<file path="src/rtl/mul_pkg.sv">
// Shared types and defaults for the iterative integer multiplier: operation
// encodings, controller states and small operation-class helpers.
package mul_pkg;

  localparam int MUL_N_DEF     = 64;
  localparam int MUL_CHUNK_DEF = 8;
  localparam int MULW_W        = 32;

  typedef enum logic [2:0] {
    OP_MUL    = 3'd0,
    OP_MULH   = 3'd1,
    OP_MULHSU = 3'd2,
    OP_MULHU  = 3'd3,
    OP_MULW   = 3'd4
  } mul_op_t;

  typedef enum logic [1:0] {
    ST_IDLE = 2'd0,
    ST_BUSY = 2'd1,
    ST_DONE = 2'd2
  } mul_state_t;

  // Reserved codes 5-7 fold onto MUL.
  function automatic mul_op_t decode_op(input logic [2:0] code);
    case (code)
      3'd1:    return OP_MULH;
      3'd2:    return OP_MULHSU;
      3'd3:    return OP_MULHU;
      3'd4:    return OP_MULW;
      default: return OP_MUL;
    endcase
  endfunction

  function automatic logic a_is_signed(input mul_op_t op);
    return (op == OP_MULH) || (op == OP_MULHSU);
  endfunction

  function automatic logic b_is_signed(input mul_op_t op);
    return (op == OP_MULH);
  endfunction

  function automatic logic is_high(input mul_op_t op);
    return (op == OP_MULH) || (op == OP_MULHSU) || (op == OP_MULHU);
  endfunction

endpackage

</file>
<file path="src/rtl/cseladd.sv">
// Carry-select adder: each BLK-bit block precomputes sums for carry-in 0 and 1,
// and the rippling block carry only drives the selecting muxes.
module cseladd #(
  parameter int W   = 128,
  parameter int BLK = 8
) (
  input  logic [W-1:0] a_i,
  input  logic [W-1:0] b_i,
  input  logic         cin_i,
  output logic [W-1:0] sum_o,
  output logic         cout_o
);

  localparam int NB = W / BLK;

  logic [NB:0] carry;

  assign carry[0] = cin_i;

  for (genvar g = 0; g < NB; g++) begin : g_blk
    logic [BLK:0] s0;
    logic [BLK:0] s1;

    assign s0 = {1'b0, a_i[g*BLK +: BLK]} + {1'b0, b_i[g*BLK +: BLK]};
    assign s1 = {1'b0, a_i[g*BLK +: BLK]} + {1'b0, b_i[g*BLK +: BLK]} + (BLK+1)'(1);

    assign sum_o[g*BLK +: BLK] = carry[g] ? s1[BLK-1:0] : s0[BLK-1:0];
    assign carry[g+1]          = carry[g] ? s1[BLK]     : s0[BLK];
  end

  assign cout_o = carry[NB];

endmodule

</file>
<file path="src/rtl/mul_chunk_pp.sv">
// Combinational N x CHUNK unsigned partial product: AND-gated, shifted rows of
// the multiplicand summed through a chain of carry-select adders.
module mul_chunk_pp #(
  parameter int N     = 64,
  parameter int CHUNK = 8
) (
  input  logic [N-1:0]       mcand_i,
  input  logic [CHUNK-1:0]   mplier_i,
  output logic [N+CHUNK-1:0] pp_o
);

  localparam int PW = N + CHUNK;

  logic [PW-1:0]    row  [CHUNK];
  logic [PW-1:0]    part [CHUNK];
  logic [CHUNK-1:0] unused_cout;

  for (genvar j = 0; j < CHUNK; j++) begin : g_row
    assign row[j] = {{CHUNK{1'b0}}, mcand_i & {N{mplier_i[j]}}} << j;
  end

  assign part[0]        = row[0];
  assign unused_cout[0] = 1'b0;

  for (genvar j = 1; j < CHUNK; j++) begin : g_sum
    cseladd #(
      .W   (PW),
      .BLK (CHUNK)
    ) u_add (
      .a_i    (part[j-1]),
      .b_i    (row[j]),
      .cin_i  (1'b0),
      .sum_o  (part[j]),
      .cout_o (unused_cout[j])
    );
  end

  assign pp_o = part[CHUNK-1];

endmodule

</file>
<file path="src/rtl/int_mul_iter.sv">
// Iterative sign-magnitude multiplier retiring CHUNK multiplier bits per cycle
// into a right-shifting 2N-bit accumulator, with a valid/ready result port.
module int_mul_iter
  import mul_pkg::*;
#(
  parameter int N     = MUL_N_DEF,
  parameter int CHUNK = MUL_CHUNK_DEF,
  parameter int TAG_W = 5
) (
  input  logic             clk,
  input  logic             rst,
  input  logic             in_valid,
  output logic             in_ready,
  input  logic [2:0]       op,
  input  logic [N-1:0]     a,
  input  logic [N-1:0]     b,
  input  logic [TAG_W-1:0] tag,
  input  logic             flush,
  output logic             out_valid,
  input  logic             out_ready,
  output logic [N-1:0]     result,
  output logic [TAG_W-1:0] out_tag
);

  localparam int STEPS = N / CHUNK;
  localparam int CNT_W = (STEPS > 1) ? $clog2(STEPS) : 1;
  localparam int W2    = 2 * N;

  mul_state_t       state_q, state_d;
  mul_op_t          op_q, op_d;
  logic [TAG_W-1:0] tag_q, tag_d;
  logic [N-1:0]     mcand_q, mcand_d;
  logic [N-1:0]     mplier_q, mplier_d;
  logic             neg_q, neg_d;
  logic [W2-1:0]    acc_q, acc_d;
  logic [CNT_W-1:0] cnt_q, cnt_d;
  logic [N-1:0]     result_q, result_d;
  logic [TAG_W-1:0] out_tag_q, out_tag_d;
  logic             in_ready_q, in_ready_d;
  logic             out_valid_q, out_valid_d;

  // Operand conditioning on the accept path.
  mul_op_t      op_dec;
  logic [N-1:0] a_op, b_op, a_mag, b_mag;
  logic         a_neg, b_neg;

  assign op_dec = decode_op(op);
  assign a_op   = (op_dec == OP_MULW) ? {{(N-MULW_W){1'b0}}, a[MULW_W-1:0]} : a;
  assign b_op   = (op_dec == OP_MULW) ? {{(N-MULW_W){1'b0}}, b[MULW_W-1:0]} : b;
  assign a_neg  = a_is_signed(op_dec) & a_op[N-1];
  assign b_neg  = b_is_signed(op_dec) & b_op[N-1];
  // -2^(N-1) negates to itself, which is already its correct unsigned magnitude.
  assign a_mag  = a_neg ? (~a_op + 1'b1) : a_op;
  assign b_mag  = b_neg ? (~b_op + 1'b1) : b_op;

  // Accumulation datapath: acc <- (acc >> CHUNK) + (pp << (N - CHUNK)).
  logic [N+CHUNK-1:0] pp;
  logic [W2-1:0]      acc_sum, prod;
  logic [N-1:0]       slice;
  logic               unused_acc_cout;

  mul_chunk_pp #(
    .N     (N),
    .CHUNK (CHUNK)
  ) u_pp (
    .mcand_i  (mcand_q),
    .mplier_i (mplier_q[CHUNK-1:0]),
    .pp_o     (pp)
  );

  cseladd #(
    .W   (W2),
    .BLK (CHUNK)
  ) u_acc_add (
    .a_i    (acc_q >> CHUNK),
    .b_i    (W2'(pp) << (N - CHUNK)),
    .cin_i  (1'b0),
    .sum_o  (acc_sum),
    .cout_o (unused_acc_cout)
  );

  assign prod = neg_q ? (~acc_sum + 1'b1) : acc_sum;

  always_comb begin
    slice = prod[N-1:0];
    if (is_high(op_q)) begin
      slice = prod[W2-1:N];
    end else if (op_q == OP_MULW) begin
      slice = {{(N-MULW_W){prod[MULW_W-1]}}, prod[MULW_W-1:0]};
    end
  end

  always_comb begin
    // NOTE: every variable is given its default first, so no path can infer a latch.
    state_d   = state_q;
    op_d      = op_q;
    tag_d     = tag_q;
    mcand_d   = mcand_q;
    mplier_d  = mplier_q;
    neg_d     = neg_q;
    acc_d     = acc_q;
    cnt_d     = cnt_q;
    result_d  = result_q;
    out_tag_d = out_tag_q;

    case (state_q)
      ST_IDLE: begin
        if (in_valid) begin
          op_d     = op_dec;
          tag_d    = tag;
          mcand_d  = a_mag;
          mplier_d = b_mag;
          neg_d    = a_neg ^ b_neg;
          acc_d    = '0;
          cnt_d    = '0;
          state_d  = ST_BUSY;
        end
      end
      ST_BUSY: begin
        acc_d    = acc_sum;
        mplier_d = mplier_q >> CHUNK;
        cnt_d    = cnt_q + 1'b1;
        if (cnt_q == CNT_W'(STEPS - 1)) begin
          result_d  = slice;
          out_tag_d = tag_q;
          state_d   = ST_DONE;
        end
      end
      ST_DONE: begin
        if (out_ready) begin
          state_d = ST_IDLE;
        end
      end
      default: state_d = ST_IDLE;
    endcase

    if (flush) begin
      state_d = ST_IDLE;
    end

    in_ready_d  = (state_d == ST_IDLE);
    out_valid_d = (state_d == ST_DONE);
  end

  always_ff @(posedge clk) begin
    // NOTE: state is updated with <= so every flop samples pre-edge values, independent of block order.
    if (rst) begin
      state_q     <= ST_IDLE;
      op_q        <= OP_MUL;
      tag_q       <= '0;
      mcand_q     <= '0;
      mplier_q    <= '0;
      neg_q       <= 1'b0;
      acc_q       <= '0;
      cnt_q       <= '0;
      result_q    <= '0;
      out_tag_q   <= '0;
      in_ready_q  <= 1'b1;
      out_valid_q <= 1'b0;
    end else begin
      state_q     <= state_d;
      op_q        <= op_d;
      tag_q       <= tag_d;
      mcand_q     <= mcand_d;
      mplier_q    <= mplier_d;
      neg_q       <= neg_d;
      acc_q       <= acc_d;
      cnt_q       <= cnt_d;
      result_q    <= result_d;
      out_tag_q   <= out_tag_d;
      in_ready_q  <= in_ready_d;
      out_valid_q <= out_valid_d;
    end
  end

  assign in_ready  = in_ready_q;
  assign out_valid = out_valid_q;
  assign result    = result_q;
  assign out_tag   = out_tag_q;

endmodule

</file>
<file path="config.mk">
export PLATFORM = sky130hd
export DESIGN_NAME = int_mul_iter
export DESIGN_NICKNAME = d
export VERILOG_FILES = /design/src/rtl/mul_pkg.sv /design/src/rtl/cseladd.sv /design/src/rtl/mul_chunk_pp.sv /design/src/rtl/int_mul_iter.sv
export SDC_FILE = /design/constraint.sdc
export NUM_CORES = 2
export LEC_CHECK = 0
export ABC_AREA = 0
export CORE_MARGIN = 1
export CORE_UTILIZATION = 25
export DETAILED_ROUTE_END_ITERATION = 6
export GPL_ROUTABILITY_DRIVEN = 0
export SYNTH_ARGS = -nofsm -noshare
export SYNTH_HDL_FRONTEND = slang
export SYNTH_SLANG_ARGS = --single-unit
</file>
<file path="constraint.sdc">
create_clock -name clk -period 31.2 [get_ports clk]
set_input_delay 6.24 -clock clk [delete_from_list [all_inputs] [get_ports clk]]
set_output_delay 6.24 -clock clk [all_outputs]
set_load 0.1 [all_outputs]
</file>
Word-level counts from Yosys, hierarchy flattened
Cells that the tools add are included.

Add/sub/neg operators: 138. Equality and inequality tests: 16. Multiplexer cells: 139. Bitwise operators: 14. Reductions and logical operators: 9.

Operator list (count): 8-bit by 8-bit adder with 9-bit output (64); 64-bit AND (8); 9-bit by 1-bit adder with 9-bit output (second input constant) (56); 8-bit 2-to-1 mux (61); 64-bit 2-to-1 mux (7); 128-bit 2-to-1 mux (2); 128-bit case mux with 2 select lines (1); 128-bit by 1-bit adder with 128-bit output (second input constant) (1); 64-bit by 1-bit adder with 64-bit output (second input constant) (2); 128-bit inverter (1); 64-bit inverter (2); 64-bit case mux with 2 select lines (1); 1-bit 2-to-1 mux (56); 8-bit by 1-bit adder with 8-bit output (second input constant) (4); 3-bit by 2-bit == test with 1-bit output (second input constant) (5); 3-bit == test (second input constant) (4); 3-bit case mux with 4 select lines (1); 2-bit 2-to-1 mux (5); 3-bit by 1-bit == test with 1-bit output (second input constant) (3); 7-bit by 1-bit adder with 8-bit output (second input constant) (1); 8-bit by 5-bit adder with 8-bit output (1); 8-bit by 6-bit adder with 8-bit output (1); 8-bit by 7-bit adder with 8-bit output (1); 6-bit by 4-bit adder with 7-bit output (1); other kinds (20) (27).

Flip-flop bits (word level): 341. Bits of input ports: 141. Output and inout bits: 71. Logic and storage cells: 328.

Depth between registers and ports, before layout
Depth after elaboration: 37. Depth in mapped cells: 107. Mapped depth without buffers: 105.

Modules after synthesis
A second synthesis with hierarchy kept.

Cells, all modules: 7926. Area total of the unflattened synthesis: 60280.3 µm².

Modules (own cells, without submodules): int_mul_iter (instances 1, cells each 2530, area an instance 19152.1 µm², seq. area each 6666.4 µm²); cseladd (u_pp.g_sum[1].u_add ...) (instances 4, cells each 550, area an instance 4319.1 µm², seq. area each 0.0 µm²); cseladd (u_pp.g_sum[5].u_add ...) (instances 2, cells each 563, area an instance 4294.1 µm², seq. area each 0.0 µm²); cseladd (u_acc_add) (instances 1, cells each 952, area an instance 7367.1 µm², seq. area each 0.0 µm²); cseladd (u_pp.g_sum[4].u_add) (instances 1, cells each 550, area an instance 4334.2 µm², seq. area each 0.0 µm²); mul_chunk_pp (instances 1, cells each 568, area an instance 3562.2 µm², seq. area each 0.0 µm²).

Worst setup path before layout
No wires, ideal clock.

Kind: reg2reg. Start point: reg mplier_q[0]. End point: reg result_q[63], in the netlist result[63]. Setup time: 136 ps. Data arrival time: 19952 ps. Required time: 31064 ps. Path slack: 11112 ps. Cell stages (with the launch flop): 96. Path buffers: 3. Period minus slack after synthesis: 20088 ps. Cell sequence: dfxtp_1 -> clkbuf_1 -> clkbuf_1 -> and2_1 -> ha_1 -> a21o_1 -> a21oi_1 -> o21bai_1 -> a21oi_1 -> xnor2_1 -> or3_1 -> or3_1 -> and2_1 -> xor2_1 -> ha_1 -> fa_1 -> a211oi_1 -> nor2_1 -> (+60 left out) -> a21oi_1 -> nor2b_1 -> o21ai_0 -> nand2b_1 -> a21o_1 -> a21oi_1 -> xnor2_1 -> nand2_1 -> nor3_2 -> xor2_1 -> buf_4 -> a21oi_1 -> a31oi_1 -> xnor2_1 -> or3_1 -> o41ai_2 -> xor2_1 -> o32ai_2.

Word-level cells in the longest chain between the ends: 36. Elaborated cells between the ends (all ways): 259. Those cells by class: add/sub: 134; mux: 123; bitwise: 2.

Ends and longest elaborated chain: start: declaration (RTL line int_mul_iter.sv:33) `logic [N-1:0] mplier_q, mplier_d;`; start signal: assignment (RTL line int_mul_iter.sv:165) `mplier_q <= mplier_d;`; 64-bit AND * (RTL line mul_chunk_pp.sv:19) `assign row[j] = {{CHUNK{1'b0}}, mcand_i & {N{mplier_i[j]}}} << j;`; 8-bit by 8-bit adder with 9-bit output (RTL line cseladd.sv:24, cseladd.sv:25); 9-bit by 1-bit adder with 9-bit output (RTL line cseladd.sv:25) `assign s1 = {1'b0, a_i[g*BLK +: BLK]} + {1'b0, b_i[g*BLK +: BLK]} + (BLK+1)'(1);`; 1-bit 2-to-1 mux or 8-bit 2-to-1 mux (tied branches) (RTL line cseladd.sv:28, cseladd.sv:27); 1-bit 2-to-1 mux, or another cell as far along (RTL line cseladd.sv:28) `assign carry[g+1] = carry[g] ? s1[BLK] : s0[BLK];`; 8-bit 2-to-1 mux, or another cell as far along (RTL line cseladd.sv:27) `assign sum_o[g*BLK +: BLK] = carry[g] ? s1[BLK-1:0] : s0[BLK-1:0];`; 8-bit by 8-bit adder with 9-bit output, or another cell as far along (RTL line cseladd.sv:24, cseladd.sv:25); 9-bit by 1-bit adder with 9-bit output, or another cell as far along (RTL line cseladd.sv:25); (+20 left out); 8-bit by 8-bit adder with 9-bit output, or another cell as far along (RTL line cseladd.sv:24, cseladd.sv:25); 9-bit by 1-bit adder with 9-bit output or 1-bit 2-to-1 mux (tied branches) (RTL line cseladd.sv:25, cseladd.sv:28); 1-bit 2-to-1 mux (RTL line cseladd.sv:28); 8-bit 2-to-1 mux (RTL line cseladd.sv:27); 128-bit inverter (RTL line int_mul_iter.sv:82) `assign prod = neg_q ? (~acc_sum + 1'b1) : acc_sum;`; 128-bit by 1-bit adder with 128-bit output (RTL line int_mul_iter.sv:82); 128-bit 2-to-1 mux * (RTL line int_mul_iter.sv:82); 64-bit 2-to-1 mux * (RTL line int_mul_iter.sv:86) `if (is_high(op_q)) begin`; end signal: assignment (RTL line int_mul_iter.sv:169) `result_q <= result_d;`; end: declaration (RTL line int_mul_iter.sv:37) `logic [N-1:0] result_q, result_d;`.

Mark *: on every way between the ends. The rest lies on a longest branch, timed or not. A chain may end at the register's enable or synchronous reset.

Worst setup path after layout
Same ends and word-level chain as after synthesis.

==> impl_metrics.json <==
{
  "run_status": "finished with violations",
  "violations": "design-rule violations",
  "drive_above_1_share_pct": 3.52,
  "cts_tree": "yes",
  "place_area_um2": 56200,
  "synthesis.area_um2": 51400,
  "worstPathArrival_ns": 24.16,
  "fin_tns_setup_ns": 0,
  "seqPwrFrac_pct": 25.3,
  "grt_pass1_wl_um": 248000,
  "syn_avg_cell_area_um2": 7.34,
  "track_usage_pct": 14.5,
  "utilization_pct": 28.3,
  "fillers": 22100,
  "vias_per_cell": 5.01,
  "post_cts_resized": 0,
  "crit_family": "compound AO/OA/AOI/OAI gates",
  "start_util_pct": 25.1,
  "slew_violations": 0,
  "ir_worst_vdd_v": 0.0000375,
  "fin_ws_ns": 7.51,
  "critPathLaunchType": "flip-flop",
  "drv_cap": 0,
  "cp_slowest_stage_delay_ns": 0.99,
  "fin_nets": 7825,
  "grt_pass1_vias": 47000,
  "skew_ns": 0.0331,
  "firstDrtPassIters": 7,
  "p_switching_mw": 0.783,
  "wirelength_um": 154000,
  "via_count": 48900,
  "portBuffers": 211,
  "die_h_um": 455,
  "regArea_um2": 6680,
  "rsz0062_at_grt": "false",
  "reg2reg_slack_ns": 7.51,
  "ys_types": 105,
  "clock-sinks": 333,
  "pwr-share-clk_pct": 29.6,
  "drt_iter0_drc": 3102,
  "clk_pin_slew_worst_paths_ns": 0.06,
  "power_switching_share_pct": 41.3,
  "holdCritPathClass": "reg2reg",
  "layoutNonFillerInstCount": 9765,
  "whs_ns": 0.451,
  "comb_power_share_pct": 45.1,
  "dp_cells": 9678,
  "cts-root-buf": "clkbuf_16",
  "drcViolationCount": 1,
  "ios": 212,
  "syn_inst": 6995,
  "row_count": 166,
  "cts_buffers": 43,
  "synthFlopType": "dfxtp_1",
  "setup_violations": 0,
  "clk_latency_ns": 0.64,
  "area_delta_synth_final_pct": 12.5,
  "post-cts-setup-buffers": 0,
  "cpMaxStageDelayCell": "dfxtp_2",
  "internal-power_mw": 1.12,
  "ys_ff_latch": 333,
  "powerDensity_nw_per_um2": 32.9,
  "ys.warnings.count": 0,
  "overflow": 0,
  "ant_nets": 0,
  "worstPathMaxFanout": 65,
  "relSlewSlack_pct": 16.4,
  "seq_area_frac_synth_pct": 13.0,
  "cpMostUsedCell": "a21oi_1",
  "h-tree-depth": 2,
  "dieArea_um2": 207000,
  "die_w_um": 455,
  "place_ws_ns": 7.79,
  "worstSetupEndpointType": "flip-flop",
  "grt_antenna_before_repair": 35,
  "tightest_slew_ns": 1.25,
  "critical_path_buf_inv_count": 4,
  "cp.required_ns": 31.66,
  "fin_area_um2": 57800,
  "clockBufferDepth": 3,
  "multiInputGateArea_um2": 42200,
  "place_hpwl_um": 122000,
  "final_hold_viol_count": 0,
  "fmax_mhz": 42.2,
  "finalCritPeriodShare_pct": 75.9,
  "path_class": "reg2reg",
  "grt_max_degree": 99,
  "p_total_mw": 1.90,
  "synth_edf_count": 0,
  "wl_per_cell_um": 15.8,
  "cts_hold_buffers": 0,
  "coreArea_um2": 204000,
  "min_period_ns": 23.69,
  "syn_nets": 7785,
  "p_leak_nw": 24.7,
  "ys_async_sr_fraction_pct": 0
}
## cell usage after synthesis (all sizes together) (33+ instances only)
cell	instances	area share (%)
a21o	126	1.8
dfxtp	333	13
o21a	41	0.60
nor2	775	5.7
and2	519	6.3
xnor2	684	12
nand2	522	3.8
nand4	98	1.2
a22oi	140	2.0
nor2b	64	0.78
or2	44	0.54
and3	49	0.61
fa	69	2.7
nor3	140	1.4
nor4	40	0.51
o31ai	57	0.83
a21oi	500	4.9
ha	580	14
o21ai	262	2.6
nand3	140	1.4
mux2	33	0.72
or3	42	0.53
xor2	339	5.9
o21bai	141	2.1
inv	410	3.0
clkbuf	235	1.7
a211oi	111	1.6
nand2b	59	0.72
## power groups by stage
stage	registers, mW	clock network [mW]	logic [mW]
CTS	0.481	0.573	0.852
global route	0.484	0.590	0.952
finish	0.480	0.562	0.857
floorplan	0.464	0	0.647
detailed placement	0.490	0	0.844
global placement	0.490	0	0.829
## sequential cells by signal, indices dropped and copies added (netlist names)
signal	cells
out_valid	1
cnt_q	3
out_tag	5
neg_q	1
result	64
op_q	3
mplier_q	64
mcand_q	64
tag_q	5
state_q	2
in_ready	1
acc_q	120
## cell type report
| cell class | instances | share of cell area, % |
|---|---|---|
| Multi-Input combinational cell | 5994 | 73.0 |
| Sequential cell | 333 | 11.6 |
| Tap cell | 2688 | 5.82 |
| Timing Repair Buffer | 252 | 4.20 |
| Inverter | 411 | 2.67 |
| Clock buffer | 53 | 2.02 |
| Clock inverter | 23 | 0.658 |
| Antenna cell | 11 | 0.0476 |
## cells by family (layout without fill, tap and decap cells)
kind of cell / count (synthesis) / in the layout / share of synthesized area [%]
other: 0 / 11 / 0
AO/OA/AOI/OAI: 1624 / 1624 / 20.5
flip-flops: 333 / 333 / 13.0
buffers and inverters: 668 / 739 / 4.91
adder cells (fa/ha/maj): 649 / 649 / 16.8
multiplexers: 65 / 65 / 1.43
AND/OR/NAND/NOR: 2633 / 2633 / 25.8
XOR/XNOR: 1023 / 1023 / 17.6
## layer usage
layer / wire (um) / track usage, % / up-vias
met5: 30 / 0 / -
met4: 4670 / 4.76 / 4
met3: 6490 / 1.24 / 263
met2: 73700 / 25.3 / 1054
met1: 69500 / 18.6 / 23000
li1: - / - / 24500
## tightest hold or removal path, delay by kind of cell (launching register included)
family | cells | cell delay, ns
flip-flops | 1 | 0.31
AND/OR/NAND/NOR | 1 | 0.05
AO/OA/AOI/OAI | 1 | 0.05
## cells in the final DEF, fill, tap and decap left out, drive strengths merged, types with 25 or more instances in the layout
| master | netlist | routed |
|---|---|---|
| nor2 | 775 | 775 |
| xnor2 | 684 | 684 |
| ha | 580 | 580 |
| nand2 | 522 | 522 |
| and2 | 519 | 519 |
| a21oi | 500 | 500 |
| inv | 410 | 414 |
| xor2 | 339 | 339 |
| dfxtp | 333 | 333 |
| o21ai | 262 | 262 |
| clkdlybuf4s50 | 0 | 210 |
| o21bai | 141 | 141 |
| a22oi | 140 | 140 |
| nand3 | 140 | 140 |
| nor3 | 140 | 140 |
| a21o | 126 | 126 |
| a211oi | 111 | 111 |
| nand4 | 98 | 98 |
| fa | 69 | 69 |
| nor2b | 64 | 64 |
| nand2b | 59 | 59 |
| o31ai | 57 | 57 |
| clkbuf | 235 | 53 |
| and3 | 49 | 49 |
| or2 | 44 | 44 |
| buf | 22 | 42 |
| or3 | 42 | 42 |
| o21a | 41 | 41 |
| nor4 | 40 | 40 |
| mux2 | 33 | 33 |
| o211ai | 31 | 31 |
| nor3b | 31 | 31 |
| a31oi | 31 | 31 |
| mux2i | 31 | 31 |
| o41ai | 25 | 25 |
## final timing paths
kind	startpoint	endpoint	depth (start not counted)
worst max-delay path	mplier_q[0]$_SDFFE_PP0P_	result[63]$_SDFFE_PP0P_	99
worst min-delay path	result[10]$_SDFFE_PP0P_	result[10]$_SDFFE_PP0P_	2
worst max register to register	mplier_q[0]$_SDFFE_PP0P_	result[63]$_SDFFE_PP0P_	99
worst min register to register	result[10]$_SDFFE_PP0P_	result[10]$_SDFFE_PP0P_	2
No activity file was read; power rests on OpenSTA's default activity.
